[src/rtl/pipeline_hazard_ctrl_if.sv]
// Hazard-unit signal bundle: pipeline hazard inputs toward the controller and
// stall/flush controls plus debug counters back to the pipeline.
interface pipeline_hazard_ctrl_if;
    logic        memread_ex;
    logic [4:0]  dst_ex;
    logic [4:0]  rs_id;
    logic [4:0]  rt_id;
    logic        branch_taken_ex;
    logic        md_req_id;
    logic        md_done;

    logic        pc_write;
    logic        ifid_write;
    logic        ifid_flush;
    logic        idex_bubble;
    logic        md_start;
    logic        md_timeout;
    logic [1:0]  state;
    logic [15:0] stall_cnt;
    logic [15:0] flush_cnt;

    modport master (
        output memread_ex, dst_ex, rs_id, rt_id, branch_taken_ex, md_req_id, md_done,
        input  pc_write, ifid_write, ifid_flush, idex_bubble, md_start, md_timeout,
        input  state, stall_cnt, flush_cnt
    );

    modport slave (
        input  memread_ex, dst_ex, rs_id, rt_id, branch_taken_ex, md_req_id, md_done,
        output pc_write, ifid_write, ifid_flush, idex_bubble, md_start, md_timeout,
        output state, stall_cnt, flush_cnt
    );
endinterface

[src/rtl/pipeline_hazard_ctrl.sv]
// Pipeline hazard controller: load-use stall, taken-branch flush and optional
// mul/div stall sequencing with timeout (enabled by the MULDIV_EN macro).
module pipeline_hazard_ctrl #(
    parameter int MD_MAX_CYCLES = 64
) (
    input logic                   clk,
    input logic                   rst,
    pipeline_hazard_ctrl_if.slave hz
);
    typedef enum logic [1:0] {
        RUN     = 2'b00,
        FLUSH   = 2'b01,
        MD_WAIT = 2'b10,
        LU_HOLD = 2'b11
    } state_e;

    state_e      state_q, state_d;
    logic [15:0] stall_cnt_q, flush_cnt_q;
    logic        pc_write, ifid_write, ifid_flush, idex_bubble, md_start;
    logic        load_use;
    logic        md_req, md_done, md_expire;

    assign load_use = hz.memread_ex && (hz.dst_ex != 5'd0) &&
                      ((hz.dst_ex == hz.rs_id) || (hz.dst_ex == hz.rt_id));

`ifdef MULDIV_EN
    localparam int CW = (MD_MAX_CYCLES > 1) ? $clog2(MD_MAX_CYCLES) : 1;

    logic [CW-1:0] md_cnt_q, md_cnt_d;
    logic          md_timeout_q, md_timeout_d;

    assign md_req    = hz.md_req_id;
    assign md_done   = hz.md_done;
    assign md_expire = (md_cnt_q == CW'(MD_MAX_CYCLES - 1));

    // A done pulse on the expiry cycle wins over the timeout.
    always_comb begin
        md_cnt_d     = md_cnt_q;
        md_timeout_d = md_timeout_q;
        if (md_start) begin
            md_cnt_d = '0;
        end else if (state_q == MD_WAIT && !md_done) begin
            md_cnt_d = md_cnt_q + CW'(1);
            if (md_expire) begin
                md_timeout_d = 1'b1;
            end
        end
    end

    always_ff @(posedge clk) begin
        if (rst) begin
            md_cnt_q     <= '0;
            md_timeout_q <= 1'b0;
        end else begin
            md_cnt_q     <= md_cnt_d;
            md_timeout_q <= md_timeout_d;
        end
    end

    assign hz.md_timeout = md_timeout_q;
`else
    logic unused_md;

    assign md_req        = 1'b0;
    assign md_done       = 1'b0;
    assign md_expire     = 1'b0;
    assign hz.md_timeout = 1'b0;
    assign unused_md     = ^{hz.md_req_id, hz.md_done, MD_MAX_CYCLES[0]};
`endif

    always_comb begin
        state_d     = state_q;
        pc_write    = 1'b1;
        ifid_write  = 1'b1;
        ifid_flush  = 1'b0;
        idex_bubble = 1'b0;
        md_start    = 1'b0;
        if (!rst) begin
            case (state_q)
                RUN: begin
                    if (hz.branch_taken_ex) begin
                        ifid_flush  = 1'b1;
                        idex_bubble = 1'b1;
                        state_d     = FLUSH;
                    end else if (load_use) begin
                        pc_write    = 1'b0;
                        ifid_write  = 1'b0;
                        idex_bubble = 1'b1;
                        state_d     = LU_HOLD;
                    end else if (md_req) begin
                        md_start    = 1'b1;
                        pc_write    = 1'b0;
                        ifid_write  = 1'b0;
                        idex_bubble = 1'b1;
                        state_d     = MD_WAIT;
                    end
                end
                FLUSH, LU_HOLD: state_d = RUN;
                MD_WAIT: begin
                    if (md_done) begin
                        state_d = RUN;
                    end else if (md_expire) begin
                        // Abandon the stuck op: drop the waiting instruction and refetch.
                        ifid_flush  = 1'b1;
                        idex_bubble = 1'b1;
                        state_d     = RUN;
                    end else begin
                        pc_write    = 1'b0;
                        ifid_write  = 1'b0;
                        idex_bubble = 1'b1;
                    end
                end
                default: state_d = RUN;
            endcase
        end
    end

    always_ff @(posedge clk) begin
        if (rst) begin
            state_q     <= RUN;
            stall_cnt_q <= '0;
            flush_cnt_q <= '0;
        end else begin
            state_q <= state_d;
            if (!pc_write && stall_cnt_q != 16'hFFFF) begin
                stall_cnt_q <= stall_cnt_q + 16'd1;
            end
            if (ifid_flush && flush_cnt_q != 16'hFFFF) begin
                flush_cnt_q <= flush_cnt_q + 16'd1;
            end
        end
    end

    assign hz.pc_write    = pc_write;
    assign hz.ifid_write  = ifid_write;
    assign hz.ifid_flush  = ifid_flush;
    assign hz.idex_bubble = idex_bubble;
    assign hz.md_start    = md_start;
    assign hz.state       = state_q;
    assign hz.stall_cnt   = stall_cnt_q;
    assign hz.flush_cnt   = flush_cnt_q;
endmodule

[src/flat_wrapper.sv]
// flat-port wrapper written by rule: the top's interface ports become plain ports
module pipeline_hazard_ctrl_flat 
#(
    parameter int MD_MAX_CYCLES = 64
)
  (clk, rst, hz_memread_ex, hz_dst_ex, hz_rs_id, hz_rt_id, hz_branch_taken_ex, hz_md_req_id, hz_md_done, hz_pc_write, hz_ifid_write, hz_ifid_flush, hz_idex_bubble, hz_md_start, hz_md_timeout, hz_state, hz_stall_cnt, hz_flush_cnt);
  pipeline_hazard_ctrl_if hz_i ();
  input logic clk;
  input logic rst;
  input wire logic [$bits(hz_i.memread_ex)-1:0] hz_memread_ex;
  input wire logic [$bits(hz_i.dst_ex)-1:0] hz_dst_ex;
  input wire logic [$bits(hz_i.rs_id)-1:0] hz_rs_id;
  input wire logic [$bits(hz_i.rt_id)-1:0] hz_rt_id;
  input wire logic [$bits(hz_i.branch_taken_ex)-1:0] hz_branch_taken_ex;
  input wire logic [$bits(hz_i.md_req_id)-1:0] hz_md_req_id;
  input wire logic [$bits(hz_i.md_done)-1:0] hz_md_done;
  output wire logic [$bits(hz_i.pc_write)-1:0] hz_pc_write;
  output wire logic [$bits(hz_i.ifid_write)-1:0] hz_ifid_write;
  output wire logic [$bits(hz_i.ifid_flush)-1:0] hz_ifid_flush;
  output wire logic [$bits(hz_i.idex_bubble)-1:0] hz_idex_bubble;
  output wire logic [$bits(hz_i.md_start)-1:0] hz_md_start;
  output wire logic [$bits(hz_i.md_timeout)-1:0] hz_md_timeout;
  output wire logic [$bits(hz_i.state)-1:0] hz_state;
  output wire logic [$bits(hz_i.stall_cnt)-1:0] hz_stall_cnt;
  output wire logic [$bits(hz_i.flush_cnt)-1:0] hz_flush_cnt;
  assign hz_i.memread_ex = hz_memread_ex;
  assign hz_i.dst_ex = hz_dst_ex;
  assign hz_i.rs_id = hz_rs_id;
  assign hz_i.rt_id = hz_rt_id;
  assign hz_i.branch_taken_ex = hz_branch_taken_ex;
  assign hz_i.md_req_id = hz_md_req_id;
  assign hz_i.md_done = hz_md_done;
  assign hz_pc_write = hz_i.pc_write;
  assign hz_ifid_write = hz_i.ifid_write;
  assign hz_ifid_flush = hz_i.ifid_flush;
  assign hz_idex_bubble = hz_i.idex_bubble;
  assign hz_md_start = hz_i.md_start;
  assign hz_md_timeout = hz_i.md_timeout;
  assign hz_state = hz_i.state;
  assign hz_stall_cnt = hz_i.stall_cnt;
  assign hz_flush_cnt = hz_i.flush_cnt;
  pipeline_hazard_ctrl #(.MD_MAX_CYCLES(MD_MAX_CYCLES)) u_core (.clk(clk), .rst(rst), .hz(hz_i));
endmodule
[config.mk]
export PLATFORM = sky130hd
export DESIGN_NAME = pipeline_hazard_ctrl_flat
export DESIGN_NICKNAME = d
export VERILOG_FILES = /design/src/rtl/pipeline_hazard_ctrl_if.sv /design/src/rtl/pipeline_hazard_ctrl.sv /design/src/flat_wrapper.sv
export SDC_FILE = /design/constraint.sdc
export NUM_CORES = 1
export LEC_CHECK = 0
export CAP_MARGIN = 20
export CORE_MARGIN = 2
export CORE_UTILIZATION = 45
export DETAILED_ROUTE_END_ITERATION = 10
export PLACE_DENSITY = 0.86
export SKIP_CTS_REPAIR_TIMING = 1
export SYNTH_ARGS = -nofsm -noshare
export SYNTH_HDL_FRONTEND = slang
export SYNTH_SLANG_ARGS = --single-unit
[constraint.sdc]
create_clock -name clk -period 5.3 [get_ports clk]
set_clock_uncertainty 0.1 [all_clocks]
set_input_delay 0.795 -clock clk [delete_from_list [all_inputs] [get_ports clk]]
set_output_delay 0.795 -clock clk [all_outputs]
set_load 0.01 [all_outputs]
# Word level (Yosys, flattened, before mapping)
# Index checks and enable logic that the tools add are counted.
op_classes:
  addsub: 2
  n_eq_ne: 8
  muxes: 14
  bitwise: 1
  reduce_logical: 10
op_table:
  columns: ["operator", "count"]
  rows:
  - ["16-bit by 1-bit adder with 16-bit output, second input constant", 2]
  - ["16-bit inequality test, second input constant", 2]
  - ["5-bit equality test", 2]
  - ["1-bit two-way mux", 9]
  - ["5-bit nonzero test", 1]
  - ["2-bit equality test, second input constant", 2]
  - ["1-bit logical AND", 4]
  - ["2-bit two-way mux", 2]
  - ["1-bit one-hot mux with 2 select lines", 2]
  - ["2-bit one-hot mux with 2 select lines", 1]
  - ["3-bit by 2-bit inequality test with 1-bit output, second input constant", 1]
  - ["2-bit by 1-bit equality test with 1-bit output, second input constant", 1]
  - ["2-bit logical NOT", 1]
  - ["2-bit AND reduction", 1]
  - ["2-bit OR reduction", 1]
  - ["1-bit logical NOT", 1]
  - ["1-bit logical OR", 1]
  - ["1-bit NOT", 1]
totals:
  regBits: 34
  in_bits: 21
  output_inout_bits: 40

# Logic depth before layout (Yosys ltp)
logic_depth:
  depth_word: 9
  depth_mapped: 9
  mapped_depth_nobuf: 7

# Worst setup path before layout
# OpenSTA, ideal clock, no wires.
synth_path:
  path_kind: "input to output"
  startpoint: "in hz_dst_ex[0]"
  endpoint: "out hz_pc_write"
  arrival_time_ps: 2180
  required_time_ps: 4405
  path_slack_ps: 2225
  path_stages: 8
  n_path_buf: 3
  cell_sequence: "or4_1 > o21ai_1 > or4_4 > o21ai_4 > inv_2 > buf_6 > buf_2 > buf_4"
synth_via:
  elab_chain_len: 7
synth_rtl:
  columns: ["element", "line", "rtl"]
  rows:
  - ["start: declaration", "flat_wrapper.sv:11", "input wire logic [$bits(hz_i.dst_ex)-1:0] hz_dst_ex;"]
  - ["5-bit equality test or 5-bit nonzero test (tied branches)", "pipeline_hazard_ctrl.sv:24, pipeline_hazard_ctrl.sv:23", null]
  - ["1-bit logical OR or 1-bit logical AND (tied branches)", "pipeline_hazard_ctrl.sv:24, pipeline_hazard_ctrl.sv:23", null]
  - ["1-bit logical AND *", "pipeline_hazard_ctrl.sv:23", "assign load_use = hz.memread_ex && (hz.dst_ex != 5'd0) &&"]
  - ["1-bit two-way mux * (2 in series)", null, null]
  - ["1-bit one-hot mux with 2 select lines *", null, null]
  - ["1-bit two-way mux *", null, null]
  - ["end: declaration", "flat_wrapper.sv:17", "output wire logic [$bits(hz_i.pc_write)-1:0] hz_pc_write;"]
# Every way passes the cells marked *; elsewhere a longest branch is shown, timed or not.

# Worst setup path in the final report
layout_path:
  startpoint: "in hz_dst_ex[0]"
  endpoint: "out hz_pc_write"
layout_via:
  elab_chain_len: 7
layout_rtl:
  columns: ["element", "line", "rtl"]
  rows:
  - ["5-bit equality test or 5-bit nonzero test (tied branches)", "pipeline_hazard_ctrl.sv:24, pipeline_hazard_ctrl.sv:23", null]
  - ["1-bit logical OR or 1-bit logical AND (tied branches)", "pipeline_hazard_ctrl.sv:24, pipeline_hazard_ctrl.sv:23", null]
  - ["1-bit logical AND *", "pipeline_hazard_ctrl.sv:23", null]
  - ["1-bit two-way mux *", "pipeline_hazard_ctrl.sv:85", "end else if (load_use) begin"]
  - ["1-bit two-way mux *", "pipeline_hazard_ctrl.sv:81", "if (hz.branch_taken_ex) begin"]
  - ["1-bit one-hot mux with 2 select lines *", "pipeline_hazard_ctrl.sv:79", "case (state_q)"]
  - ["1-bit two-way mux *", "pipeline_hazard_ctrl.sv:78", "if (!rst) begin"]
# Marked as above.

==> flow_results.org <==
** Layout
- Count of inserted antenna diode cells :: 0
- Layout overhead on the synthesized area :: 37.00%
- The post-route netlist has 5.576% of its cells at a drive strength greater than 1.
- Final cell count without fillers :: between 300 and 400
- Fin nets :: just under 300

** Yosys
- Of all cell types, the one taking the most synthesized area is sky130_fd_sc_hd__dfxtp_1.
- Top cells by area in the synthesized netlist :: sky130_fd_sc_hd__dfxtp_1, sky130_fd_sc_hd__xor2_1, sky130_fd_sc_hd__nor2_1
- Portion of netlist area occupied by mux cells :: less than 1%
- Xor and xnor fraction of the mapped netlist area :: a little under an eighth
- Cell variety after synth :: 40
- After synthesis the netlist holds a flip-flop and latch count of 34.
- For this run, the register share of the synthesized area comes to 37.83%.
- After synthesis, the mean cell area works out to about 8.4 sq um.
- Fraction of the mapped netlist area in adder cells :: 1.391%
- In the synthesized netlist, the number of instances is around 210.
- Yosys warning total :: 0
- In this run the biggest area consumer among cell types represents 37.83% of the synthesized area.
- Of the total synthesized cell area, the portion taken by AND, OR, NAND and NOR gates is 27.89%.
- Summing the areas of all compound-gate instances in the mapped netlist gives 15.30% of the synthesized area.
- The cell area that synthesis handed to floorplanning was around 1800 sq um.
- Main combinational cell family by area after synthesis :: simple AND/OR/NAND/NOR gates

** Route
- After the first detailed-routing iteration, the DRC count stood at 96.
- Met3 wire length :: between 200 and 250 um
- Count of vias placed by the detailed router :: approximately 1.8k
- In the routed design, unresolved DRC markers number 0.
- Metal1 wirelength :: 1.737 mm
- Top routing layer used :: met4
- The final layout contains routed wiring with a total length of 3.968 mm.
- Drt wl/cell :: approximately 13 um
- Post-detailed-route count of antenna-violating nets :: 0
- Drt pass-1 iters :: 4
- Drt via density :: 5.558
- Detailed routing placed a total of 1.896 mm of wire on met2.

** GRT
- Largest net degree at the start of global routing :: 33
- In the global route stage, overall resource usage came out at roughly a fifth.
- For this run the aggregate overflow at the end of global routing stands at 0.
- The via count of the first global-routing pass came to ~1.6k.
- The initial antenna violation count was 0.
- First-pass GRT wire length :: between 6 and 7 mm

** Run status
- The run finished with clean final reports.

** Power
- Leakage component of the power :: between 0.0008 and 0.0009 uW
- Worst IR drop on VDD :: 0.1349 mV
- Power Dens Cells :: 202.6 nW/um^2

** Worst setup path
- Data on the critical path is required at its endpoint by 4.41 ns.
- Buffer and inverter count on the worst path :: 3
- Top cell family by delay on the critical path :: buffers and inverters
- Critical path endpoint :: hz_pc_write
- The worst setup path is of the primary input to output port kind.
- Highest-delay cell along the critical path :: sky130_fd_sc_hd__clkdlybuf4s50_1
- By instance count, the cell type seen most on the critical path is sky130_fd_sc_hd__clkdlybuf4s50_1.
- Reg-to-reg critical path endpoint :: u_core.hz.stall_cnt[4]
- Critical Path Start Type :: primary input
- RR Startpoint :: u_core.hz.stall_cnt[3]
- For this run, the slowest stage of the critical path takes 0.62 ns.
- Arrival time of the worst setup path :: 3.16 ns
- The signal on the critical path passes through clkdlybuf4s50_1, or4_1, o21ai_1, or4_4, o21ai_4, inv_2, clkdlybuf4s50_1.
- For the worst flop-to-flop path, the logic depth is 7.
- Of all nets on the critical path, the largest fanout is 32.
- The worst setup path is captured at an output port.
- Stages on the worst setup path :: 7
- The setup check on the worst reg-to-reg path leaves a slack of ~2.7 ns.
- The most critical setup path has its startpoint at hz_dst_ex[0].

** Timing
- Timing would allow up to approximately 250 MHz.
- Clock period minus worst slack :: between 4 and 5 ns
- Measured against its own limit, the worst slew margin works out to ~47%.
- Period utilization :: 76.54%
- Setup violations remaining at the end of the flow were counted as 0.
- Setup repair after global routing left no endpoint under its margin.
- Endpoints failing hold :: 0
- Final TNS setup :: 0 ns
- Number of slew-limit violations in the final report :: 0
- Worst-Margin Slew :: approximately 0.80 ns

** Placed design
- Number of instances in the placed design :: between 300 and 400
- Port-buffer cells :: 56
- Routability-driven placement finished with a final weighted congestion of 0.7764.
- The wire-length estimate of the detail-placed layout is between 2 and 3 mm.

** Floorplan
- The die covers about 4500 sq um.
- The initial utilization of the core area, before any placement, comes to between 40% and 50%.
- Width of the die :: approximately 67 um
- The core region is roughly 3700 sq um.
- The floorplan step set the die height to 67.23 um.
- Num rows :: 22
- I/O pin count :: 61

** CTS
- Root cell of the clock tree :: sky130_fd_sc_hd__clkbuf_8
- After clock tree synthesis, the clock-pin slew on the worst setup and hold paths is 0.07 ns.
- In this run, CTS created clock tree buffers numbering 5.
- The H-tree was split into 2 levels.
- In this run the deepest clock path goes through 2 buffers.
- For the worst-skew pair, the clock arrives at the later sink with an insertion delay of 0.28 ns.
- TritonCTS built the clock tree.
- For this design, the sink count on the clock tree is 34.

** Min path
- The worst hold path belongs to the class flip-flop to flip-flop.

** Run
- Max_cap viols :: 0
==> cells in the final DEF, fill, tap and decap left out, types with 2 or more instances in the layout <==
cell type / n
sky130_fd_sc_hd__or4_1: 10
sky130_fd_sc_hd__clkbuf_8: 6
sky130_fd_sc_hd__o21ai_1: 3
sky130_fd_sc_hd__and2_1: 2
sky130_fd_sc_hd__o31ai_1: 8
sky130_fd_sc_hd__a21oi_1: 11
sky130_fd_sc_hd__dfxtp_1: 34
sky130_fd_sc_hd__nand2_1: 14
sky130_fd_sc_hd__nor3_1: 6
sky130_fd_sc_hd__o311ai_0: 5
sky130_fd_sc_hd__o21ai_0: 4
sky130_fd_sc_hd__and3_1: 8
sky130_fd_sc_hd__o41ai_1: 4
sky130_fd_sc_hd__and4_1: 3
sky130_fd_sc_hd__conb_1: 2
sky130_fd_sc_hd__or3_1: 4
sky130_fd_sc_hd__or2_2: 2
sky130_fd_sc_hd__xnor2_1: 9
sky130_fd_sc_hd__nand3_1: 11
sky130_fd_sc_hd__buf_4: 2
sky130_fd_sc_hd__ha_1: 2
sky130_fd_sc_hd__nand4_1: 4
sky130_fd_sc_hd__clkdlybuf4s50_1: 56
sky130_fd_sc_hd__xor2_1: 15
sky130_fd_sc_hd__inv_1: 5
sky130_fd_sc_hd__nor2_1: 24
==> cells in the mapped netlist, drive strengths merged <==
master	n
inv	6
o31ai	8
a22oi	1
nor2b	1
nor4	1
nand3b	1
nand4	4
xor2	15
and3	8
xnor2	9
ha	2
o311ai	5
mux2i	1
conb	1
nand2	14
o21ai	8
a21oi	11
and4	3
clkbuf	3
or3	4
nand3	11
buf	9
or4	11
nor2	24
and2	2
o41ai	4
dfxtp	34
nor3b	1
or2	2
o211ai	1
o31a	1
nor3	6
nor4b	1
a31oi	1
==> sequential cells by signal (all words and copies together) (netlist names) <==
name	count
u_core.hz.flush_cnt	16
u_core.hz.stall_cnt	16
u_core.hz.state	2
==> cells by family after synthesis <==
family | after synthesis
buf+inv | 18
compound gates | 40
mux | 1
other cells | 1
xor+xnor | 24
simple gates | 94
flops | 34
fa+ha+maj | 2
==> how the worst min path moves through the flow <==
| stage | end | start | cells after the start |
|---|---|---|---|
| finish | u_core.hz.state[0] | u_core.hz.state[1] | 1 |
| global route | u_core.hz.stall_cnt[7] | u_core.hz.stall_cnt[7] | 2 |
| CTS | u_core.hz.state[0] | u_core.hz.state[1] | 1 |
| detailed placement | u_core.hz.state[0] | u_core.hz.state[1] | 1 |
| global placement | u_core.hz.state[0] | u_core.hz.state[1] | 1 |
| floorplan | u_core.hz.state[0] | u_core.hz.state[1] | 1 |
==> layout make-up <==
class / instances / area, sq um
timing repair buffer: 58 / 575.6
tap: 48 / 60.06
fill: 320 / 1279
sequential: 34 / 680.7
multi-input combinational: 163 / 1035
clock inverter: 1 / 5.005
clock buffer: 7 / 86.33
inverter: 6 / 22.52
==> routing by layer <==
layer / vias up / track usage [%]
met2: 60 / 31.19
met1: 806 / 24.41
met5: - / 0
li1: 887 / -
met3: 9 / 7.000
met4: 0 / 8.163
==> stage by stage <==
stage | hold WS (ns) | utilization (%) | setup slack (ns) | instance area [sq um] | power [uW]
3_3_place_gp | 0.3719 | 63.40 | 1.255 | 2374 | 309.1
5_1_grt | 0.4322 | 65.84 | 1.099 | 2465 | 520.6
4_1_cts | 0.3921 | 65.84 | 1.219 | 2465 | 504.7
2_1_floorplan | 0.3836 | - | 2.225 | 1803 | 285.8
6_report | 0.3864 | 65.84 | 1.243 | 2465 | 499.3
3_5_place_dp | 0.3715 | 63.40 | 1.217 | 2374 | 309.8
==> worst register-to-register path, cell delays in order (launching register included) <==
cell and delay [ns]:
sky130_fd_sc_hd__dfxtp_1 0.40, sky130_fd_sc_hd__and3_1 0.24, sky130_fd_sc_hd__and3_1 0.23, sky130_fd_sc_hd__and3_1 0.26, sky130_fd_sc_hd__nor3b_2 0.69, sky130_fd_sc_hd__buf_4 0.33, sky130_fd_sc_hd__o311ai_0 0.16, sky130_fd_sc_hd__o41ai_1 0.09
==> where the power goes <==
part / switching (uW) / internal (uW)
Combinational: 19.9 / 24.7
Clock: 91.0 / 105
Sequential: 1.82 / 257
Total: 113 / 387
No activity file was read; power rests on OpenSTA's default activity.
